===== src/rtl/i2s_line_in_rx.sv =====
// I2S line-in receiver: deserializes codec ADC data into parallel left/right samples.
// Define I2S_RX_MONO_EN to add the registered mono_out = (left+right)>>>1 output.
`timescale 1ns/1ps

module i2s_line_in_rx #(
  parameter int SAMPLE_WIDTH = 24,
  parameter int SYNC_STAGES  = 2
) (
  input  logic                    clk,
  input  logic                    reset_n,
  input  logic                    i2s_bclk,
  input  logic                    i2s_lrclk,
  input  logic                    i2s_sdata,
  input  logic                    err_clear,
  output logic [SAMPLE_WIDTH-1:0] left_out,
  output logic [SAMPLE_WIDTH-1:0] right_out,
  output logic                    sample_valid,
`ifdef I2S_RX_MONO_EN
  output logic [SAMPLE_WIDTH-1:0] mono_out,
`endif
  output logic                    frame_err
);

  localparam int CW = $clog2(SAMPLE_WIDTH + 1);

  typedef enum logic [1:0] {IDLE, SHIFT, PAD} state_t;

  state_t                  state_q, state_d;
  logic [SYNC_STAGES-1:0]  bclk_sync_q, bclk_sync_d;
  logic [SYNC_STAGES-1:0]  lr_sync_q, lr_sync_d;
  logic [SYNC_STAGES-1:0]  sd_sync_q, sd_sync_d;
  logic                    bclk_prev_q, bclk_prev_d;
  logic                    lr_prev_q, lr_prev_d;
  logic                    lr_seen_q, lr_seen_d;
  logic                    chan_q, chan_d;
  logic [CW-1:0]           cnt_q, cnt_d;
  logic [SAMPLE_WIDTH-1:0] shift_q, shift_d;
  logic [SAMPLE_WIDTH-1:0] left_hold_q, left_hold_d;
  logic                    have_left_q, have_left_d;
  logic [SAMPLE_WIDTH-1:0] right_word_q, right_word_d;
  logic                    pend_q, pend_d;
  logic [SAMPLE_WIDTH-1:0] left_out_q, left_out_d;
  logic [SAMPLE_WIDTH-1:0] right_out_q, right_out_d;
  logic                    sample_valid_q, sample_valid_d;
  logic                    frame_err_q, frame_err_d;
`ifdef I2S_RX_MONO_EN
  logic [SAMPLE_WIDTH-1:0] mono_q, mono_d;
  logic [SAMPLE_WIDTH:0]   mono_sum;
`endif

  logic                    bclk_s, lr_s, sd_s;
  logic                    bclk_rise, lr_edge, err_set;
  logic [CW-1:0]           pad_bits;
  logic [SAMPLE_WIDTH-1:0] closed_word;

  always_ff @(posedge clk or negedge reset_n) begin
    if (!reset_n) begin
      state_q        <= IDLE;
      bclk_sync_q    <= '0;
      lr_sync_q      <= '0;
      sd_sync_q      <= '0;
      bclk_prev_q    <= 1'b0;
      lr_prev_q      <= 1'b0;
      lr_seen_q      <= 1'b0;
      chan_q         <= 1'b0;
      cnt_q          <= '0;
      shift_q        <= '0;
      left_hold_q    <= '0;
      have_left_q    <= 1'b0;
      right_word_q   <= '0;
      pend_q         <= 1'b0;
      left_out_q     <= '0;
      right_out_q    <= '0;
      sample_valid_q <= 1'b0;
      frame_err_q    <= 1'b0;
`ifdef I2S_RX_MONO_EN
      mono_q         <= '0;
`endif
    end else begin
      state_q        <= state_d;
      bclk_sync_q    <= bclk_sync_d;
      lr_sync_q      <= lr_sync_d;
      sd_sync_q      <= sd_sync_d;
      bclk_prev_q    <= bclk_prev_d;
      lr_prev_q      <= lr_prev_d;
      lr_seen_q      <= lr_seen_d;
      chan_q         <= chan_d;
      cnt_q          <= cnt_d;
      shift_q        <= shift_d;
      left_hold_q    <= left_hold_d;
      have_left_q    <= have_left_d;
      right_word_q   <= right_word_d;
      pend_q         <= pend_d;
      left_out_q     <= left_out_d;
      right_out_q    <= right_out_d;
      sample_valid_q <= sample_valid_d;
      frame_err_q    <= frame_err_d;
`ifdef I2S_RX_MONO_EN
      mono_q         <= mono_d;
`endif
    end
  end

  // lrclk and sdata are taken from the same synchronizer stage as bclk so bit alignment holds.
  always_comb begin
    bclk_sync_d = {bclk_sync_q[SYNC_STAGES-2:0], i2s_bclk};
    lr_sync_d   = {lr_sync_q[SYNC_STAGES-2:0], i2s_lrclk};
    sd_sync_d   = {sd_sync_q[SYNC_STAGES-2:0], i2s_sdata};
    bclk_s      = bclk_sync_q[SYNC_STAGES-1];
    lr_s        = lr_sync_q[SYNC_STAGES-1];
    sd_s        = sd_sync_q[SYNC_STAGES-1];
    bclk_prev_d = bclk_s;
    bclk_rise   = bclk_s & ~bclk_prev_q;
    lr_edge     = lr_seen_q & (lr_s != lr_prev_q);
    pad_bits    = CW'(SAMPLE_WIDTH) - cnt_q;
    closed_word = shift_q << pad_bits;

    state_d      = state_q;
    lr_prev_d    = lr_prev_q;
    lr_seen_d    = lr_seen_q;
    chan_d       = chan_q;
    cnt_d        = cnt_q;
    shift_d      = shift_q;
    left_hold_d  = left_hold_q;
    have_left_d  = have_left_q;
    right_word_d = right_word_q;
    pend_d       = 1'b0;
    err_set      = 1'b0;

    if (bclk_rise) begin
      lr_prev_d = lr_s;
      lr_seen_d = 1'b1;
      if (lr_edge) begin
        // Leaving IDLE closes nothing; otherwise the finished slot is committed here.
        if (state_q != IDLE) begin
          if (cnt_q < CW'(SAMPLE_WIDTH)) begin
            err_set = 1'b1;
          end
          if (!chan_q) begin
            left_hold_d = closed_word;
            have_left_d = 1'b1;
          end else begin
            have_left_d = 1'b0;
            if (have_left_q) begin
              pend_d       = 1'b1;
              right_word_d = closed_word;
            end
          end
        end
        state_d = SHIFT;
        cnt_d   = '0;
        shift_d = '0;
        chan_d  = lr_s;
      end else if (state_q == SHIFT) begin
        shift_d = {shift_q[SAMPLE_WIDTH-2:0], sd_s};
        cnt_d   = cnt_q + CW'(1);
        if (cnt_q == CW'(SAMPLE_WIDTH - 1)) begin
          state_d = PAD;
        end
      end
    end

    frame_err_d = err_set ? 1'b1 : (err_clear ? 1'b0 : frame_err_q);

    sample_valid_d = pend_q;
    left_out_d     = left_out_q;
    right_out_d    = right_out_q;
    if (pend_q) begin
      left_out_d  = left_hold_q;
      right_out_d = right_word_q;
    end
`ifdef I2S_RX_MONO_EN
    mono_sum = {left_hold_q[SAMPLE_WIDTH-1], left_hold_q} + {right_word_q[SAMPLE_WIDTH-1], right_word_q};
    mono_d   = pend_q ? SAMPLE_WIDTH'(mono_sum >> 1) : mono_q;
`endif
  end

  assign left_out     = left_out_q;
  assign right_out    = right_out_q;
  assign sample_valid = sample_valid_q;
  assign frame_err    = frame_err_q;
`ifdef I2S_RX_MONO_EN
  assign mono_out     = mono_q;
`endif

endmodule


===== config.mk =====
export PLATFORM = sky130hd
export DESIGN_NAME = i2s_line_in_rx
export DESIGN_NICKNAME = d
export VERILOG_FILES = /design/src/rtl/i2s_line_in_rx.sv
export SDC_FILE = /design/constraint.sdc
export NUM_CORES = 1
export LEC_CHECK = 0
export CAP_MARGIN = 20
export CELL_PAD_IN_SITES_DETAIL_PLACEMENT = 2
export CELL_PAD_IN_SITES_GLOBAL_PLACEMENT = 2
export CORE_MARGIN = 4
export CORE_UTILIZATION = 36
export DETAILED_ROUTE_END_ITERATION = 6
export DONT_BUFFER_PORTS = 1
export GPL_TIMING_DRIVEN = 0
export HOLD_SLACK_MARGIN = 0.1
export PLACE_DENSITY_LB_ADDON = 0.08
export SYNTH_ARGS = -nofsm -noshare
export SYNTH_HDL_FRONTEND = slang
export SYNTH_SLANG_ARGS = --single-unit

===== constraint.sdc =====
create_clock -name clk -period 3 [get_ports clk]
set_clock_uncertainty 0.05 [all_clocks]
set_input_delay 0.6 -clock clk [delete_from_list [all_inputs] [get_ports clk]]
set_output_delay 0.6 -clock clk [all_outputs]
set_load 0.03 [all_outputs]

== After elaboration in Yosys (flattened, before gate mapping) ==
Cells that the tools add are included.
Storage, ports and cells
  register bits: 141
  bits of input ports: 6
  output and inout port bits: 50
  logic and storage cells: 58
Cells by class
  add/subtract/negate cells: 2
  magnitude comparators: 1
  eq/ne operators: 3
  shift operators: 1
  mux-type cells: 19
  bitwise gates (word level): 4
  reduce and logical (&&, ||, !) cells: 10
Operators by type and width (count)
  24-bit 2-to-1 mux: 2
  24-bit by 5-bit << shifter with 24-bit output: 1
  1-bit 2-to-1 mux: 12
  5-bit 2-to-1 mux: 2
  2-bit nonzero test: 4
  2-bit 2-to-1 mux: 3
  3-bit AND reduction: 2
  5-bit by 1-bit adder with 5-bit output, second input constant: 1
  5-bit equality test, second input constant: 1
  5-bit < comparator, second input constant: 1
  5-bit AND reduction: 1
  5-bit subtractor, first input constant: 1
  2-bit AND reduction: 2
  4-bit AND reduction: 1
  1-bit bitwise AND: 2
  2-bit by 1-bit equality test with 1-bit output, second input constant: 1
  1-bit NOT: 2
  1-bit != test: 1

== Logic depth before layout (Yosys ltp) ==
  word-level depth: 6
  depth in mapped cells: 12
  depth with buffers taken out: 7

== Worst setup path before layout ==
OpenSTA, ideal clock, no wires.
  path type: register to register
  start point: register cnt_q[0]
  end point: register left_hold_q[17]
  library setup time: 0.129 ns
  data arrival time: 2.695 ns
  data required time: 2.821 ns
  path slack: 0.126 ns
  cell stages (with the launch flop): 11
  path buffers: 4
  clock period less this slack: 2.874 ns
  cells stage by stage: dfrtp_1 -> buf_6 -> inv_2 -> buf_1 -> ha_1 -> buf_6 -> buf_6 -> mux2_1 -> mux4_2 -> a221oi_2 -> o21ai_1
Between the ends
  word-level cells in the longest chain between the ends: 2
Ends and longest elaborated chain
  start: declaration: line 36  | logic [CW-1:0] cnt_q, cnt_d;
  start signal: assignment: line 88  | cnt_q <= cnt_d;
  5-bit subtractor: line 115  | pad_bits = CW'(SAMPLE_WIDTH) - cnt_q;
  24-bit by 5-bit << shifter with 24-bit output: line 116  | closed_word = shift_q << pad_bits;
  end signal: assignment: line 90  | left_hold_q <= left_hold_d;
  end: declaration: line 38  | logic [SAMPLE_WIDTH-1:0] left_hold_q, left_hold_d;
No other way between the ends.
A chain may end at the register's enable or synchronous reset.

== Worst setup path in the final report ==
  start point: register cnt_q[0]
  end point: register right_word_q[21]
Between the ends
  word-level cells in the longest chain between the ends: 2
Ends and longest elaborated chain
  5-bit subtractor: line 115
  24-bit by 5-bit << shifter with 24-bit output: line 116
  end signal: assignment: line 92  | right_word_q <= right_word_d;
  end: declaration: line 40  | logic [SAMPLE_WIDTH-1:0] right_word_q, right_word_d;
No other way between the ends.

==> flow_summary.yaml <==
worst_setup_path:
  worst-path-max-fanout: 10
  critPathLaunchType: "flip-flop"
  r2r_end: "right_word_q[21]"
  crit_required_ns: 3.26
  r2r_slack_ns: 0.09
  end_kind: "flip-flop"
  r2r_cells: 11
  crit_start: "cnt_q[0]"
  r2r_start: "cnt_q[0]"
  criticalPathCategory: "reg2reg"
  crit_arrival_ns: 3.17
yosys:
  ys.warnings.count: 0
  synth_nets: 529
  ys_top_cells_by_area: "dfrtp_1 (52%), mux2_2 (14%), mux2i_1 (5.7%), a22o_1 (4.3%), mux4_2 (3.3%)"
  syn_inst: 521
  synth_edf_count: 0
  seq_area_frac_synth: 0.525
  yosys.cell_types.count: 58
  synthArstFlopShare: 1.00
  synth_area_um2: 6720
  synth-seq-cells: 141
  avgSynthCellArea_um2: 12.9
  netlist.area_leader.share: 0.525
  dominantRegCellSynth: "dfrtp_1"
  synth_top_area_cell: "dfrtp_1"
cells_and_area:
  areaGrowthSynthToFinish_pct: 15.4
  multi_input_area_um2: 3020
  seqCellArea_um2: 3530
  final_area_um2: 7760
  fill_cells: 1820
  nets: 556
  final_cell_mix: "dfrtp_1 (141), mux2_2 (82), nand2_1 (36), a22o_1 (33), mux2i_1 (32)"
  antenna_cells: 0
  layout_commonest_cell: "dfrtp_1"
  final_cell_count_no_fill: 790
  drive_gt1_frac: 0.310
clock_tree:
  ctsLongestPathBuffers: 2
  h-tree-depth: 4
  cts_tree: "yes"
  clk_latency_ns: 0.43
  clkSinkCount: 141
  cts-root-buf: "clkbuf_16"
  clk_pin_slew_ns: 0.06
  cts-buffers-inserted: 17
floorplan:
  dieArea_um2: 20900
  die_h_um: 145
  fp.dieW_um: 145
  start_util: 0.371
  coreArea_um2: 18100
  rows: 49
  num_io_pins: 56
pwr:
  p_leak_nw: 3.50
  power_per_cell_area_nw_per_um2: 762
  vdd_drop_max_uv: 412
  power_mw: 5.91
detailed_routing:
  drt_first_iter_violations: 151
  final_antenna_net_count: 0
  vias: 4311
  firstDrtPassIters: 4
  routed_via_density: 5.46
  wire_per_inst_um: 22.7
  wirelength_um: 18000
  drcViolationCount: 0
placement:
  place_inst: 750
  port_buffers: 0
  place.gp.congestion: 0.805
  post_dp_cell_area_um2: 7010
  dp_hpwl_um: 13000
  post-place-ws_ns: -0.690
timing:
  drv_slew: 0
  report.final.setup_viol: 0
  period_share: 0.971
  tightest_slew_ns: 0.784
  timing.final.crit_period_ns: 2.91
  layout_setup_ws_ns: 0.0861
  relSlewSlack: 0.477
  fmax_ghz: 0.343
  hold_violations: 141
  hold-worst-slack_ns: -0.185
status:
  outcome: "complete, but fails checks"
  violations: "negative hold slack"
global_routing:
  grt_usage: 0.181
  overflow: 0
  grt_pass1_vias: 4855
  grt_max_degree: 142
  antenna_found_initial: 0
  grt_first_pass_wirelength_um: 28700
job:
  drv_cap: 0
worst_hold_path:
  hold_class: "in2async"
[synth_stat cells, drive strengths merged (5+ instances only)]
cell    count
a21oi       5
inv         8
xor2        6
mux2i      38
xnor2       6
or3         5
buf        19
mux2       86
nand2      37
a31oi       8
nor2       25
mux4       11
a22o       33
dfrtp     141
o21ai      27
clkbuf     14
nor3        7
[worst max-delay path, cell delays in order (launching register included)]
cell and delay (ns):
dfrtp_1 0.37, buf_6 0.15, inv_6 0.06, buf_8 0.15
ha_1 0.29, buf_6 0.12, buf_6 0.17, mux2_2 0.40
mux2i_2 0.24, mux2i_1 0.14, a221o_1 0.36, mux2_2 0.29
[report_power, final]
group | switching, mW | leakage, nW | internal (mW) | total (mW)
combinational | 0.881 | 1.29 | 0.702 | 1.58
clock | 0.913 | 0.291 | 1.25 | 2.17
sequential | 0.153 | 1.93 | 2.01 | 2.16
total | 1.95 | 3.50 | 3.96 | 5.91
[cell families after synthesis]
| group | after synthesis | share of synthesized area |
|---|---|---|
| buffers and inverters | 42 | 0.0361 |
| adders and majority gates | 2 | 0.00372 |
| DFF | 141 | 0.525 |
| AOI/OAI and AO/OA | 96 | 0.106 |
| muxes | 135 | 0.238 |
| and+or+nand+nor | 93 | 0.0677 |
| xor gates and xnor gates | 12 | 0.0234 |
[final cells by class]
cell class                      count  area share
Clock buffer                       17      0.0548
Inverter                            9     0.00564
Tap cell                          229      0.0369
Clock inverter                     15      0.0226
Sequential cell                   141       0.455
Timing Repair Buffer                8     0.00774
Multi-Input combinational cell    338       0.390
Buffer                             33      0.0281
[registers in the layout, summed over array words and instances, names as in the netlist]
register and cells:
shift_q 24, lr_seen_q 1, lr_sync_q 2, bclk_prev_q 1
bclk_sync_q 2, right_word_q 24, left_out 24, state_q 2
have_left_q 1, sample_valid 1, sd_sync_q 2, frame_err 1
right_out 24, left_hold_q 24, lr_prev_q 1, cnt_q 5
chan_q 1, pend_q 1
[worst max path at each step]
stage	slack [ns]	end	cells past startpoint
floorplan	0.13	left_hold_q[17]	10
global placement	-0.58	left_hold_q[19]	11
detailed placement	-0.69	left_hold_q[19]	11
CTS	0.004	right_word_q[21]	11
global route	-0.002	right_word_q[21]	11
finish	0.09	right_word_q[21]	11
[repair_timing]
action,CTS,global route
setup endpoints to repair,48,27
setup buffers,1,7
gates resized for setup,12,9
pin swaps,0,2
gates cloned,0,0
hold endpoints to repair,141,141
[routing by layer]
layer  up-vias  wire length [µm]  global-route usage
li1       1970                 -                   -
met1      2269              8360               0.241
met2        57              8840               0.301
met3        15               565              0.0388
met4         0               193              0.0481
met5         -                 0                   0
[stage by stage]
stage	utilization	setup TNS, ns
6_report	0.428	0
3_3_place_gp	0.386	-12.47
4_1_cts	0.422	0
3_5_place_dp	0.386	-16.73
5_1_grt	0.428	-0.00160
2_1_floorplan	-	0
Power figures use the tool's default switching activity.
